<file path="src/rtl/frame_scheduler.sv">
// frame_scheduler
//   Per-frame update sequencer. It detects the falling edge of VS (frame_clk) inside the Clk
//   domain. It then runs N_STAGES update engines strictly one after another, using a start/done
//   handshake, and counts played frames. It also raises sticky flags when a frame overruns or
//   a stage hangs.
//
// Parameters
//   N_STAGES  number of sequenced engines; stage 0 runs first
//   TIMEOUT   maximum Clk cycles spent waiting for done in one stage
//   CNT_W     width of frame_counter
//
// Ports
//   Clk            system clock
//   Reset          asynchronous, active-high reset
//   frame_clk      VGA_VS, active-low sync, asynchronous to Clk
//   playing        when low, ticks are ignored and the counter holds
//   done           per-stage completion, sampled only while waiting on that stage
//   clear_err      one-cycle clear of overrun / timeout_err (a same-cycle set wins)
//   start          one-cycle, one-hot start pulse per stage
//   busy           sequencer not idle
//   frame_done     one-cycle pulse after the last stage completes
//   frame_counter  frames played, wraps modulo 2**CNT_W
//   overrun        sticky: VS edge arrived while a sequence was running
//   timeout_err    sticky: a stage exceeded TIMEOUT cycles
module frame_scheduler #(
   parameter int unsigned N_STAGES = 3,
   parameter int unsigned TIMEOUT  = 4096,
   parameter int unsigned CNT_W    = 12
) (
   input  logic                Clk,
   input  logic                Reset,
   input  logic                frame_clk,
   input  logic                playing,
   input  logic [N_STAGES-1:0] done,
   input  logic                clear_err,
   output logic [N_STAGES-1:0] start,
   output logic                busy,
   output logic                frame_done,
   output logic [CNT_W-1:0]    frame_counter,
   output logic                overrun,
   output logic                timeout_err
);

   localparam int unsigned StgW  = (N_STAGES > 1) ? $clog2(N_STAGES) : 1;
   localparam int unsigned WaitW = (TIMEOUT > 1) ? $clog2(TIMEOUT) : 1;
   localparam logic [StgW-1:0]  LastStg = StgW'(N_STAGES - 1);
   localparam logic [WaitW-1:0] WaitMax = WaitW'(TIMEOUT - 1);

   typedef enum logic [1:0] {StIdle, StStart, StWait, StFinish} state_e;

   state_e             state_q, state_d;
   logic [StgW-1:0]    stg_q, stg_d;
   logic [WaitW-1:0]   wait_cnt_q, wait_cnt_d;
   logic [CNT_W-1:0]   cnt_q, cnt_d;
   logic               overrun_q, overrun_d;
   logic               timeout_q, timeout_d;
   logic               s1_q, s2_q, s3_q;
   logic [2:0]         sync_vld_q;
   logic               tick;
   logic               set_timeout;
   logic               stage_done;
   logic               done_cur;
   logic [N_STAGES-1:0] stg_onehot;

   // --------------------------------------------------------------------------------------------
   // VS synchronizer and falling-edge detector
   // --------------------------------------------------------------------------------------------
   // sync_vld_q marks which synchronizer flops hold a real sample rather than their reset value.
   // Without it, a VS already low at reset release would look like a falling edge.
   always_ff @(posedge Clk or posedge Reset) begin
      if (Reset) begin
         s1_q       <= 1'b1;
         s2_q       <= 1'b1;
         s3_q       <= 1'b1;
         sync_vld_q <= '0;
      end else begin
         s1_q       <= frame_clk;
         s2_q       <= s1_q;
         s3_q       <= s2_q;
         sync_vld_q <= {sync_vld_q[1:0], 1'b1};
      end
   end

   assign tick = s3_q & ~s2_q & sync_vld_q[2];

   // --------------------------------------------------------------------------------------------
   // Stage decode
   // --------------------------------------------------------------------------------------------
   assign stg_onehot = N_STAGES'(1) << stg_q;
   // Only the current stage's done bit matters; the others are masked off.
   assign done_cur   = |(done & stg_onehot);

   // --------------------------------------------------------------------------------------------
   // Sequencer FSM
   // --------------------------------------------------------------------------------------------
   always_ff @(posedge Clk or posedge Reset) begin
      if (Reset) begin
         state_q    <= StIdle;
         stg_q      <= '0;
         wait_cnt_q <= '0;
         cnt_q      <= '0;
         overrun_q  <= 1'b0;
         timeout_q  <= 1'b0;
      end else begin
         state_q    <= state_d;
         stg_q      <= stg_d;
         wait_cnt_q <= wait_cnt_d;
         cnt_q      <= cnt_d;
         overrun_q  <= overrun_d;
         timeout_q  <= timeout_d;
      end
   end

   always_comb begin
      state_d     = state_q;
      stg_d       = stg_q;
      wait_cnt_d  = wait_cnt_q;
      cnt_d       = cnt_q;
      set_timeout = 1'b0;
      stage_done  = 1'b0;

      unique case (state_q)
         StIdle: begin
            if (tick && playing) begin
               stg_d   = '0;
               cnt_d   = cnt_q + 1'b1;
               state_d = StStart;
            end
         end
         StStart: begin
            wait_cnt_d = '0;
            state_d    = StWait;
         end
         StWait: begin
            if (done_cur) begin
               stage_done = 1'b1;
            end else if (wait_cnt_q == WaitMax) begin
               // A hung engine is abandoned so the remaining stages still run this frame.
               stage_done  = 1'b1;
               set_timeout = 1'b1;
            end else begin
               wait_cnt_d = wait_cnt_q + 1'b1;
            end
            if (stage_done) begin
               if (stg_q == LastStg) begin
                  state_d = StFinish;
               end else begin
                  stg_d   = stg_q + 1'b1;
                  state_d = StStart;
               end
            end
         end
         StFinish: begin
            state_d = StIdle;
         end
         default: begin
            state_d = StIdle;
         end
      endcase
   end

   // --------------------------------------------------------------------------------------------
   // Sticky error flags; a set in the same cycle as clear_err wins
   // --------------------------------------------------------------------------------------------
   always_comb begin
      overrun_d = (tick && (state_q != StIdle)) | (overrun_q & ~clear_err);
      timeout_d = set_timeout | (timeout_q & ~clear_err);
   end

   // --------------------------------------------------------------------------------------------
   // Moore outputs, decoded from registered state
   // --------------------------------------------------------------------------------------------
   assign start         = (state_q == StStart) ? stg_onehot : '0;
   assign busy          = (state_q != StIdle);
   assign frame_done    = (state_q == StFinish);
   assign frame_counter = cnt_q;
   assign overrun       = overrun_q;
   assign timeout_err   = timeout_q;

endmodule

</file>
<file path="config.mk">
export PLATFORM = sky130hd
export DESIGN_NAME = frame_scheduler
export DESIGN_NICKNAME = d
export VERILOG_FILES = /design/src/rtl/frame_scheduler.sv
export SDC_FILE = /design/constraint.sdc
export NUM_CORES = 1
export LEC_CHECK = 0
export CORE_MARGIN = 1.5
export CORE_UTILIZATION = 50
export CTS_BUF_LIST = sky130_fd_sc_hd__clkbuf_2 sky130_fd_sc_hd__clkbuf_4 sky130_fd_sc_hd__clkbuf_8
export CTS_CLUSTER_SIZE = 12
export DETAILED_ROUTE_END_ITERATION = 16
export GPL_TIMING_DRIVEN = 0
export PLACE_DENSITY = 0.7
export RECOVER_POWER = 100
export SETUP_SLACK_MARGIN = 0.02
export SLEW_MARGIN = 20
export SYNTH_ARGS = -nofsm -noshare
export SYNTH_HDL_FRONTEND = slang
export SYNTH_SLANG_ARGS = --single-unit
</file>
<file path="constraint.sdc">
create_clock -name Clk -period 2.3 [get_ports Clk]
set_clock_uncertainty 0.05 [all_clocks]
set_input_delay 0.46 -clock Clk [delete_from_list [all_inputs] [get_ports Clk]]
set_output_delay 0.46 -clock Clk [all_outputs]
set_load 0.05 [all_outputs]
</file>
==> run_results.csv, run 1 <==
group,metric,value,unit
status,status,"completed",
finish,diodes,0,
synthesis,synthMuxAreaShare,2.804,%
timing,worstMarginPinSlew,1.335,ns
hold_path,min_from,"s1_q",
drt,drtPass1Iterations,4,
finish,fin_nets,224,
timing,final-hold-violation-count,0,
placement,place_area,2147,µm²
pwr,peakVddDrop,0.5876,mV
placement,portBuffers,26,
synthesis,synth_fa_ha_area_share,3.420,%
worst_setup_path,worstRegToRegCells,8,
timing,post-route-period-util,96.64,%
timing,finalWorstSetupSlack,0.07724,ns
global_route,grt_pass1_vias,1513,
synthesis,synth_top_area_cell,"dfrtp_1",
synthesis,synth_area_leaders,"dfrtp_1 (45%), dfstp_2 (4.3%), nand3_1 (3.6%)",
pwr,seq_power_share,41.4,%
synthesis,synth_top_family_by_area,"simple AND/OR/NAND/NOR gates",
finish,drive_gt1_share,16.04,%
pwr,power_density,970.8,nW/µm²
pwr,swShare,43.52,%
clocking,cts-root-buf,"clkbuf_4",
synthesis,avgSynthCellArea,10.28,µm²
worst_setup_path,cp.arrival,1.71,ns
placement,dp.cells,250,
clocking,cts_buffers,5,
drt,num_vias,1462,
drt,drt_iter0_markers,101,
timing,finalSetupViolations,0,
clocking,cts_tree,"built",
synthesis,ys_async_sr_fraction,100.0,%
synthesis,synth_simple_gate_area_share,23.94,%
drt,totalWireLength,3.885,mm
die,die_area,4030,µm²
synthesis,netlist_instances,178,
run,max_cap_viol_count,0,
synthesis,synth_area,1829,µm²
die,core_area,3416,µm²
worst_setup_path,cp-start-kind,"register",
clocking,path_clk_slew,0.11,ns
worst_setup_path,r2r_slack,0.18,ns
synthesis,yosysMostFrequentCell,"dfrtp_1",
placement,place_ws,-0.2708,ns
global_route,track_usage,22.79,%
worst_setup_path,required,1.79,ns
clocking,ctsLongestPathBuffers,2,
finish,final_core_util,64.80,%
timing,fmax,449.9,MHz
placement,dp_hpwl,2.748,mm
drt,via_per_inst,5.667,
synthesis,synth_compound_area_share,10.67,%
finish,final_cells,258,
die,rows,21,
clocking,clk-insertion-delay-late,0.35,ns
pwr,p_int,1.214,mW
die,initial_core_util,53.55,%
timing,grt_setup_unrepaired,"true",
finish,finalInstanceArea,2213,µm²
clocking,cts_max_level,2,
synthesis,synth_top_area_share,45.14,%
timing,relSlewSlack,10.87,%
worst_setup_path,crit_path_start,"state_q[1]",
synthesis,ys_ff_latch,36,
worst_setup_path,critPathKind,"reg2out",
global_route,antenna_found_initial,0,
drt,avgRoutedWirePerCell,15.06,µm
worst_setup_path,rr_startpoint,"wait_cnt_q[0]",
drt,drc,0,
pwr,p_sw,935.1,µW
die,ios,27,
hold_path,holdPathStages,0,
worst_setup_path,cpPeakStageDelay,0.55,ns
synthesis,synthTopCellsByCount,"dfrtp_1 (33), nand2_1 (16), nand3_1 (13)",
synthesis,yosysSeqAreaShare,49.45,%
die,fp.dieH,63.49,µm
synthesis,syn_nets,191,
clocking,cts.sinks,36,
worst_setup_path,setup.worst_path.end_class,"primary output",
global_route,grt_pass1_wl,7.238,mm
global_route,overflow,0,
clocking,holdBufCountCts,0,
worst_setup_path,r2r_end,"wait_cnt_q[5]",
die,die_w,63.49,µm
pwr,clkPwrFrac,16.4,%
synthesis,ys.flop_type,"dfrtp_1",
timing,setup_tns,0,ns
synthesis,synth_enable_flop_cells,0,
synthesis,ys_types,46,
pwr,comb_power_share,42.2,%
worst_setup_path,path_cells,"clkbuf_2 -> and2_1 -> clkdlybuf4s15_2",
timing,fin_crit,2.223,ns
worst_setup_path,path_max_fanout,10,
hold_path,hold_path_class,"reg2reg",
synthesis,yosysWarnings,0,
timing,maxSlewViolCount,0,
worst_setup_path,crit_slowest_cell,"dfrtp_1",
global_route,grt_max_degree,37,
placement,gp_congestion,0.7988,
drt,antenna_left,0,
hold_path,hold_path_end,"s2_q",
pwr,p_leak,1.020,nW
synthesis,synth-xor-area-share,5.267,%
finish,area_delta_synth_final,21.00,%
==> cell usage in the layout, fill, tap and decap left out, types with 3 or more instances in the layout <==
master           instances
dfrtp_1                 33
nand2_1                 16
dlygate4sd3_1           15
nand3_1                 12
nand4_1                  8
xnor2_1                  7
inv_1                    7
clkbuf_4                 7
clkbuf_2                 6
clkdlybuf4s50_1          6
nor2_1                   5
ha_1                     5
and3_1                   4
nand2b_1                 4
mux2i_1                  4
o21ai_0                  4
a31oi_1                  4
and2_1                   4
xor2_1                   4
and4_1                   3
nor3_1                   3
a31o_2                   3
o311ai_1                 3
==> flip-flops by register name, indices dropped and copies added (netlist names) <==
| name | flops |
|---|---|
| timeout_err | 1 |
| stg_q | 2 |
| overrun | 1 |
| s1_q | 1 |
| state_q | 2 |
| frame_counter | 12 |
| s3_q | 1 |
| s2_q | 1 |
| sync_vld_q | 3 |
| wait_cnt_q | 12 |
==> layer usage <==
layer / vias up / part of all wire, % / global-route usage, %
li1: 715 / - / -
met1: 706 / 47 / 30.73
met2: 35 / 47 / 35.92
met3: 6 / 4.9 / 5.893
met4: 0 / 1.5 / 7.337
met5: - / 0 / 0
==> cell families (layout without fill, tap and decap cells) <==
family | Yosys count | after routing
fa+ha+maj | 5 | 5
buf+inv | 15 | 49
flops | 36 | 36
mux | 5 | 5
compound gates | 27 | 27
xor+xnor | 11 | 11
other cells | 1 | 1
simple gates | 78 | 78
==> timing repair <==
action | 4_1_cts | 5_1_grt
buffers inserted | 0 | 0
gates resized for setup | 23 | 8
endpoints found under the setup margin | 5 | 16
==> worst max-delay path: cells and delay by family (launching register included) <==
kind / cells / cell delay [ns]
buf+inv: 2 / 0.65
flops: 1 / 0.55
simple gates: 1 / 0.16
==> per-stage QoR <==
step	hold WS [ns]	power (mW)
floorplan	0.2812	1.511
global placement	0.2913	1.749
detailed placement	0.2903	1.784
CTS	0.3210	2.132
global route	0.3290	2.301
finish	0.3152	2.149
==> worst max path at each step <==
stage	slack, ns	to	depth (start not counted)
4_1_cts	0.07	stg_q[0]	7
3_5_place_dp	-0.27	start[1]	4
5_1_grt	0.005	frame_done	3
3_3_place_gp	-0.25	start[1]	4
6_report	0.08	frame_done	3
2_1_floorplan	0.39	wait_cnt_q[5]	8
==> power groups by stage <==
stage	clock, mW	sequential, mW	combinational, mW
after floorplan	0	0.965	0.546
after global placement	0	0.885	0.865
after detailed placement	0	0.892	0.892
after CTS	0.363	0.885	0.884
after global routing	0.390	0.911	1.00
final	0.352	0.889	0.908
==> area by class of cell <==
class / count / area, µm²
Fill cell: 285 / 1202
Timing Repair Buffer: 26 / 245.2
Clock buffer: 7 / 52.55
Sequential cell: 36 / 904.6
Tap cell: 46 / 57.56
Clock inverter: 1 / 5.005
Buffer: 8 / 47.55
Inverter: 7 / 26.28
Multi-Input combinational cell: 127 / 874.6
Note: power is estimated with default switching activity, not from simulation.
==> inputs of run 2 (changes only) <==
--- a/config.mk
+++ b/config.mk
@@ -11,7 +11,7 @@
 export CTS_CLUSTER_SIZE = 12
 export DETAILED_ROUTE_END_ITERATION = 16
 export GPL_TIMING_DRIVEN = 0
-export PLACE_DENSITY = 0.7
+export PLACE_DENSITY = 0.74
 export RECOVER_POWER = 100
 export SETUP_SLACK_MARGIN = 0.02
 export SLEW_MARGIN = 20
==> run_results.csv, run 2 (same netlist as run 1, synthesis figures left out) <==
group,metric,value,unit
timing,fmax,446.9,MHz
clocking,cts_max_level,2,
run,max_cap_viol_count,0,
timing,worstMarginPinSlew,1.358,ns
hold_path,min_from,"sync_vld_q[1]",
timing,setup_tns,0,ns
die,fp.dieH,63.49,µm
drt,drtPass1Iterations,4,
drt,antenna_left,0,
status,status,"completed",
timing,finalSetupViolations,0,
pwr,p_leak,1.019,nW
finish,final_core_util,64.91,%
drt,drc,0,
placement,dp_hpwl,2.862,mm
die,die_area,4030,µm²
clocking,path_clk_slew,0.12,ns
global_route,grt_max_degree,37,
worst_setup_path,crit_path_start,"state_q[0]",
drt,drt_iter0_markers,126,
timing,relSlewSlack,9.367,%
clocking,cts_tree,"built",
finish,final_common_cell,"dfrtp_1",
worst_setup_path,setup.worst_path.end_class,"primary output",
worst_setup_path,critPathKind,"reg2out",
finish,area_delta_synth_final,21.20,%
global_route,grt_pass1_wl,6.934,mm
placement,gp_congestion,0.8088,
drt,via_per_inst,5.806,
finish,diodes,0,
clocking,cts_buffers,5,
pwr,power_density,1001,nW/µm²
clocking,ctsLongestPathBuffers,2,
timing,post-route-period-util,97.28,%
drt,avgRoutedWirePerCell,15.21,µm
die,die_w,63.49,µm
global_route,track_usage,22.25,%
timing,final-hold-violation-count,0,
placement,place_area,2147,µm²
worst_setup_path,cp-start-kind,"register",
pwr,peakVddDrop,0.5204,mV
hold_path,hold_path_class,"reg2reg",
finish,layout_common_cells,"dfrtp_1 (33), nand2_1 (16), dlygate4sd3_1 (15)",
drt,totalWireLength,3.923,mm
pwr,p_total,2.220,mW
clocking,clk-insertion-delay-late,0.35,ns
global_route,grt_pass1_vias,1518,
finish,drive_gt1_share,14.15,%
clocking,post_cts_buffers,0,
clocking,cts.sinks,36,
die,rows,21,
timing,fin_crit,2.237,ns
worst_setup_path,cp.arrival,1.73,ns
worst_setup_path,rr_startpoint,"wait_cnt_q[0]",
timing,grt_setup_unrepaired,"true",
global_route,overflow,0,
global_route,antenna_found_initial,0,
timing,maxSlewViolCount,0,
drt,num_vias,1498,
worst_setup_path,required,1.79,ns
clocking,cts-root-buf,"clkbuf_4",
worst_setup_path,path_max_fanout,10,
finish,finalInstanceArea,2217,µm²
die,core_area,3416,µm²
finish,fin_nets,224,
die,initial_core_util,53.55,%
die,ios,27,
placement,portBuffers,26,
[run 2: stage by stage]
step	instances	setup WS [ns]	hold WS, ns
floorplan	178	0.3890	0.2812
global placement	250	-0.2262	0.2890
detailed placement	250	-0.2836	0.2965
CTS	258	0.03605	0.3168
global route	258	-0.03845	0.3281
finish	258	0.06254	0.3150
[run 2: what timing repair did]
action                     4_1_cts  5_1_grt
gates resized for setup         22        5
setup endpoints to repair        5       15
hold buffers                     0        0
[run 2: cell type report]
cell class,count,area [µm²]
Buffer,8,43.79
Clock buffer,5,37.54
Clock inverter,3,42.54
Fill cell,303,1199
Inverter,7,26.28
Multi-Input combinational cell,127,859.6
Sequential cell,36,904.6
Tap cell,46,57.56
Timing Repair Buffer,26,245.2
[run 2: routing by layer]
| layer | routed length (µm) | vias up | GRT usage, % |
|---|---|---|---|
| met5 | 0 | - | 0 |
| met4 | 69 | 0 | 11.14 |
| met3 | 164 | 5 | 4.286 |
| met2 | 1937 | 43 | 34.74 |
| met1 | 1751 | 738 | 29.48 |
| li1 | - | 712 | - |
[run 2: power breakdown]
part | total [mW] | internal, mW | leakage [nW] | switching, mW
Clock | 0.443 | 0.226 | 0.0412 | 0.217
Sequential | 0.881 | 0.748 | 0.468 | 0.132
Combinational | 0.897 | 0.310 | 0.509 | 0.587
Total | 2.22 | 1.28 | 1.02 | 0.936
[run 2: path summary, 6_finish.rpt]
path                       slack, ns  cells past startpoint       endpoint
max                             0.06                      4       start[0]
min                             0.31                      0  sync_vld_q[2]
max reg2reg                     0.11                      8     state_q[1]
min reg2reg                     0.31                      0  sync_vld_q[2]
max in group asynchronous       0.52                      2  wait_cnt_q[0]
min in group asynchronous       0.88                      2     state_q[0]
[run 2: worst max-delay path, cell delays in order (launching register included)]
cell	delay [ns]
dfrtp_1	0.43
clkbuf_2	0.25
nor2b_2	0.28
and2_1	0.15
buf_2	0.25
